--- config.mk ---
export PLATFORM = sky130hd
export DESIGN_NAME = if_stage_pc_unit
export DESIGN_NICKNAME = d
export VERILOG_FILES = /design/src/rtl/if_stage_pc_unit.sv
export SDC_FILE = /design/constraint.sdc
export NUM_CORES = 1
export LEC_CHECK = 0
export CAP_MARGIN = 25
export CELL_PAD_IN_SITES_DETAIL_PLACEMENT = 0
export CELL_PAD_IN_SITES_GLOBAL_PLACEMENT = 1
export CORE_UTILIZATION = 36
export DETAILED_ROUTE_END_ITERATION = 7
export GPL_ROUTABILITY_DRIVEN = 0
export GPL_TIMING_DRIVEN = 1
export PLACE_DENSITY_LB_ADDON = 0.1
export SYNTH_ARGS = -nofsm -noshare
export SYNTH_HDL_FRONTEND = slang
export SYNTH_SLANG_ARGS = --single-unit
--- constraint.sdc ---
create_clock -name Clk -period 12.5 [get_ports Clk]
set_clock_uncertainty 0.05 [all_clocks]
set_input_delay 2.5 -clock Clk [delete_from_list [all_inputs] [get_ports Clk]]
set_output_delay 2.5 -clock Clk [all_outputs]
set_load 0.005 [all_outputs]
--- src/rtl/if_stage_pc_unit.sv ---
// Instruction-fetch front end: program counter, next-PC selection and the IF/ID
// pipeline register with stall/flush control and a fetched-instruction counter.
module if_stage_pc_unit #(
  parameter logic [31:0] RESET_PC = 32'h0000_0000,
  parameter logic [31:0] NOP_WORD = 32'h0000_0000
) (
  input  logic        Clk,
  input  logic        Reset,
  input  logic        Stall,
  input  logic        Flush,
  input  logic        BranchTaken,
  input  logic [31:0] BranchTarget,
  input  logic        JumpTaken,
  input  logic [31:0] JumpTarget,
  input  logic [31:0] InstrIn,
  output logic [31:0] PCAddress,
  output logic [31:0] IFID_Instruction,
  output logic [31:0] IFID_PCPlus4,
  output logic        IFID_Valid,
  output logic [31:0] FetchCount
);

  logic [31:0] pc;
  logic [31:0] pc_plus4;
  logic [31:0] next_pc;
  logic        redirect;
  logic        bubble;

  assign pc_plus4  = pc + 32'd4;
  assign redirect  = JumpTaken | BranchTaken;
  assign bubble    = Flush | redirect;
  assign PCAddress = pc;

  // Redirects beat Stall so a resolved branch/jump is never lost to a hazard hold.
  always_comb begin
    next_pc = pc_plus4;
    if (JumpTaken) begin
      next_pc = {JumpTarget[31:2], 2'b00};
    end else if (BranchTaken) begin
      next_pc = {BranchTarget[31:2], 2'b00};
    end else if (Stall) begin
      next_pc = pc;
    end
  end

  always_ff @(posedge Clk or posedge Reset) begin
    if (Reset) begin
      pc <= RESET_PC;
    end else begin
      pc <= next_pc;
    end
  end

  always_ff @(posedge Clk or posedge Reset) begin
    if (Reset) begin
      IFID_Instruction <= NOP_WORD;
      IFID_PCPlus4     <= 32'd0;
      IFID_Valid       <= 1'b0;
      FetchCount       <= 32'd0;
    end else if (bubble) begin
      IFID_Instruction <= NOP_WORD;
      IFID_PCPlus4     <= 32'd0;
      IFID_Valid       <= 1'b0;
    end else if (!Stall) begin
      IFID_Instruction <= InstrIn;
      IFID_PCPlus4     <= pc_plus4;
      IFID_Valid       <= 1'b1;
      FetchCount       <= FetchCount + 32'd1;
    end
  end

endmodule

* Yosys cells after proc, flatten, opt, wreduce, memory -nomap -nowiden
Index checks and enable logic that the tools add are counted.
** Storage, ports and cells
- Output and inout bits :: 129
- Input port bits :: 102
- Register bits after elaboration :: 129
** Operators by class
- Muxes and demuxes :: 8
- Bitwise operators :: 4
- Reductions and logical operators :: 1
- Eq/ne operators :: 2
- $add $sub $neg :: 2
** Operators by type and width (count)
- $mux 32 :: 6
- $add 32x1->32 const B :: 1
- $add 32x3->32 const B :: 1
- $ne 3x1->1 const B :: 1
- $mux 1 :: 2
- $ne 2x1->1 const B :: 1
- $not 1->1 :: 2
- $or 1x1->1 :: 2
- $reduce_and 2->1 :: 1

* Longest topological paths before layout
- Depth in word-level cells :: 4
- Mapped depth :: 7
- Depth with buffers taken out :: 6

* Worst setup path before layout
OpenSTA, ideal clock, no wires.
- Kind :: input-to-reg
- Start point :: input BranchTaken
- End point :: register FetchCount[30]
- Data arrival time :: 4.094 ns
- Stages :: 7
- Setup slack :: 8.277 ns
- Path through :: buf_2 -> nor4_4 -> nand3_1 -> or4_1 -> clkbuf_1 -> nor2_1 -> xor2_1
** On the way
- Longest elaborated chain between the ends :: 4
** RTL lines
- start: declaration :: line 11 : input logic BranchTaken,
- $or 1x1->1 :: line 30 : assign redirect = JumpTaken | BranchTaken;
- $or 1x1->1 :: line 31 : assign bubble = Flush | redirect;
- $not 1->1 (no line)
- $reduce_and 2->1 (no line)
- end signal: assignment :: line 68 : FetchCount <= FetchCount + 32'd1;
- end: declaration :: line 20 : output logic [31:0] FetchCount
No other way between the ends.
A chain may end at the register's enable or synchronous reset.

* Worst setup path after layout
- Start point :: input JumpTaken
- End point :: register IFID_Instruction[31]
** On the way
- Longest elaborated chain between the ends :: 3
- Elaborated cells on any way between the ends :: 4
- Classes of those cells :: eq/ne (1); mux (1); bitwise (2)
** RTL lines
- start: declaration :: line 13 : input logic JumpTaken,
- $or 1x1->1 * :: line 30
- $or 1x1->1 * :: line 31
- $ne 2x1->1 (no line) or $mux 32 (tied branches)
- end signal: assignment :: line 65 : IFID_Instruction <= InstrIn;
- end: declaration :: line 17 : output logic [31:0] IFID_Instruction,
Every way passes the cells marked *; elsewhere a longest branch is shown, timed or not.

==> summary.md <==
| Metric | Value |
|---|---|
| Top post-synthesis cells by area | `dfrtp_1 51%, xnor2_1 6.9%, a22o_1 5.3%` |
| Cell count after synthesis | `615` |
| Total congestion overflow after global routing | `0` |
| Fraction of power spent switching nets | `0.2583` |
| Ant diodes | `0` |
| Power per Cell Area | `roughly 120 nW/um^2` |
| Antenna violations before repair | `0` |
| Total of endpoints with negative setup slack in the final report | `0` |
| Critical Path Slowest Stage Cell | `nand2_1` |
| Wirelength, routed | `approximately 19000 um` |
| Crit path depth | `7` |
| Hold violation count in the final report | `0` |
| Biggest area consumer among synthesized cells | `dfrtp_1` |
| Seq cells post-synth | `125` |
| Register-to-Register Path Depth | `5` |
| # H-tree levels | `4` |
| Number of core rows | `47` |
| Sequential group share of total power | `0.416` |
| Area after detailed placement | `8503 sq um` |
| Worst-path clk slew | `around 0.050 ns` |
| RR Startpoint | `PCAddress[9]` |
| Number of maximum-capacitance violations | `0` |
| HPWL reported at the end of detailed placement | `13340 um` |
| Count of input and output buffers | `roughly 220` |
| Overall via count from detail_route | `5437` |
| Top cell family by delay on the critical path | `simple AND/OR/NAND/NOR gates` |
| Share of synthesized area occupied by flip-flops and latches | `0.5105` |
| Worst endpoint data arrival time | `about 5.5 ns` |
| Worst slew pin tran | `0.9422 ns` |
| Dpl cells | `1024` |
| Relative contribution of combinational cells to total power | `0.146` |
| Height of the die | `132.5 um` |
| Pleak | `3.714 nW` |
| Maximum number of pins on one net before global-route repair | `75` |
| Total track usage | `0.2184` |
| Tcrit/Tclk final | `0.4137` |
| Int Pwr | `813.9 uW` |
| Largest vdd supply drop | `0.00008791 V` |
| Number of global-route vias before repair | `5526` |
| Required time reported for the critical path endpoint | `roughly 13 ns` |
| Mean instance size in the synthesized netlist | `9.963 sq um` |
| Overall die area | `17550 sq um` |
| Post-CTS Resized | `0` |
| TritonCTS clock tree | `built` |
| Fraction of final layout cells with drive strength greater than 1 | `0.05974` |
| Min Hold Slack | `0.4188 ns` |
| Remaining DRCs | `0` |
| Highest fanout seen on the critical path | `45` |
| Initial core utilization | `0.3695` |
| Longest individual stage delay on the worst path | `0.56 ns` |
| Most frequent cell on the critical path | `buf_4` |
| Last element of the critical path | `IFID_Instruction[31]` |
| Minimum setup slack in the final design | `7.329 ns` |
| Warnings from Yosys | `0` |
| Final instance area | `between 9000 and 10000 sq um` |
| Maximum clock frequency | `around 190 MHz` |
| Switching power | `283.4 uW` |
| Synth cell types | `54` |
| Worst-case register-to-register setup slack | `9.79 ns` |
| Post-layout min period | `5.171 ns` |
| Share of total power in the clock network | `0.438` |
| Largest buffer count on any clock path | `2` |
| Detail-routed net length per standard cell | `17.58 um` |
| Status | `finished clean` |
| Clk_lat worst skew | `0.41 ns` |
| Number of DRC violations after detailed-routing iteration 0 | `224` |
| Wire length of the first global-routing pass | `around 30000 um` |
| Endpoint class of the critical path | `flip-flop` |
| Setup repair after global routing missed its margin | `false` |
| Die X-Extent | `132.5 um` |
| Start point of the critical path | `JumpTaken` |
| Worst-case headroom to the max-slew limit | `0.3666` |
| Post-Syn Area | `6127 sq um` |
| FILL cells | `1493` |
| Inserted Clock Buffers | `17` |
| Post-place setup slack | `6.875 ns` |
| Class of the most critical setup path | `in2reg` |
| Cell breakdown of the critical path | `clkdlybuf4s50_1 > buf_4 > nor2_1 > nand2_1 > nor2_4 > buf_4 > a22o_1` |
| Number of slew-limit violations in the final report | `0` |
| Number of vias per cell after detailed routing | `roughly 5` |
| # clock sinks | `125` |
| Post-synthesis to final-layout area growth | `48.62%` |
| EDFF count, synth | `0` |
| Destination of the worst register-to-register timing path | `PCAddress[26]` |
| Non-filler instance count after layout | `1057` |
| Master cell of the clock root buffer | `clkbuf_16` |
| Post-synth top area share | `0.5105` |
| Number of detailed-route iterations in the first pass | `4` |
| Post-layout nets | `928` |
| Area of the core | `16580 sq um` |
| Post-synthesis async set-or-reset flop share | `1.000` |
| Number of I/O pins | `231` |
| Setup TNS Final | `0 ns` |
| Buffers inserted by post-CTS timing repair | `0` |
| Buffer and inverter count on the worst path | `3` |
| Ys flop type | `dfrtp_1` |
| Hold buffers post-CTS | `0` |
| Sort of element at the start of the critical path | `input port` |
| Antenna viol nets, final | `0` |
| Hold crit path type | `reg2reg` |
power by group through the flow:
stage | clock network [mW] | logic [mW] | registers (mW)
finish | 0.481 | 0.160 | 0.456
global placement | 0 | 0.159 | 0.462
CTS | 0.492 | 0.162 | 0.456
global route | 0.509 | 0.175 | 0.460
floorplan | 0 | 0.0703 | 0.454
detailed placement | 0 | 0.160 | 0.463
stage by stage:
| step | power [mW] | utilization |
|---|---|---|
| after global placement | 0.6207 | 0.5128 |
| final | 1.097 | 0.5491 |
| after floorplan | 0.5247 | - |
| after CTS | 1.110 | 0.5479 |
| after global routing | 1.144 | 0.5491 |
| after detailed placement | 0.6234 | 0.5128 |
logic make-up (layout without fill, tap and decap cells):
kind of cell,after synthesis,count (layout),share of synthesized area
buf+inv,55,274,0.03778
flops,125,125,0.5105
mux,9,9,0.01491
simple gates,212,212,0.1795
fa+ha+maj,2,2,0.004083
other cells,1,4,0.0006120
compound gates,141,141,0.1525
xor+xnor,70,70,0.1001
flip-flops by register name, indices dropped and copies added, names as in the netlist:
register and count:
IFID_Instruction 32, IFID_Valid 1, IFID_PCPlus4 30, FetchCount 32
PCAddress 30
cell type report:
type	instances	area (sq um)	area share
tap	220	275.3	0.03023
multi-input combinational	438	2786	0.3060
clock inverter	14	143.9	0.01580
sequential	125	3128	0.3435
inverter	13	51.30	0.005633
timing repair buffer	229	2282	0.2506
clock buffer	18	439.2	0.04823
worst min path at each step:
stage	start	endpoint	slack [ns]	cells after the start
after floorplan	FetchCount[31]	FetchCount[31]	0.42	1
after global placement	IFID_PCPlus4[19]	IFID_PCPlus4[19]	0.42	2
after detailed placement	FetchCount[31]	FetchCount[31]	0.41	1
after CTS	FetchCount[31]	FetchCount[31]	0.42	1
after global routing	FetchCount[31]	FetchCount[31]	0.44	1
final	FetchCount[31]	FetchCount[31]	0.42	1
cells in the mapped netlist, drive strengths merged (2+ instances only):
| library cell | count |
|---|---|
| o21ai | 38 |
| xnor2 | 48 |
| xor2 | 22 |
| a221oi | 4 |
| dfrtp | 125 |
| nor3 | 15 |
| nand3 | 25 |
| nand4b | 4 |
| nor2b | 2 |
| a31oi | 3 |
| nor4 | 8 |
| clkbuf | 28 |
| and4 | 9 |
| nand2b | 5 |
| nand2 | 69 |
| o22ai | 11 |
| a21oi | 30 |
| and2 | 4 |
| o31ai | 2 |
| nor2 | 32 |
| and3 | 9 |
| mux2i | 8 |
| a22oi | 4 |
| buf | 14 |
| inv | 13 |
| nand4 | 21 |
| or3 | 2 |
| or4 | 3 |
| a22o | 37 |
| ha | 2 |
per-layer routing:
| layer | routed length, um | up-vias | track usage |
|---|---|---|---|
| met2 | 8854 | 179 | 0.3582 |
| met3 | 1136 | 22 | 0.04981 |
| li1 | - | 2614 | - |
| met5 | 0 | - | 0 |
| met1 | 8269 | 2622 | 0.2829 |
| met4 | 316 | 0 | 0.07791 |
cell usage in the layout (no fill, tap or decap), types with 11 or more instances in the layout:
master,Yosys,layout
clkdlybuf4s50_1,0,221
dfrtp_1,125,125
nand2_1,69,69
xnor2_1,48,48
o21ai_0,38,38
a22o_1,37,37
nor2_1,32,31
a21oi_1,30,30
nand3_1,24,24
xor2_1,22,22
nand4_1,21,21
clkbuf_16,0,17
nor3_1,15,15
inv_1,13,12
o22ai_1,11,11
Note: power is estimated with default switching activity, not from simulation.
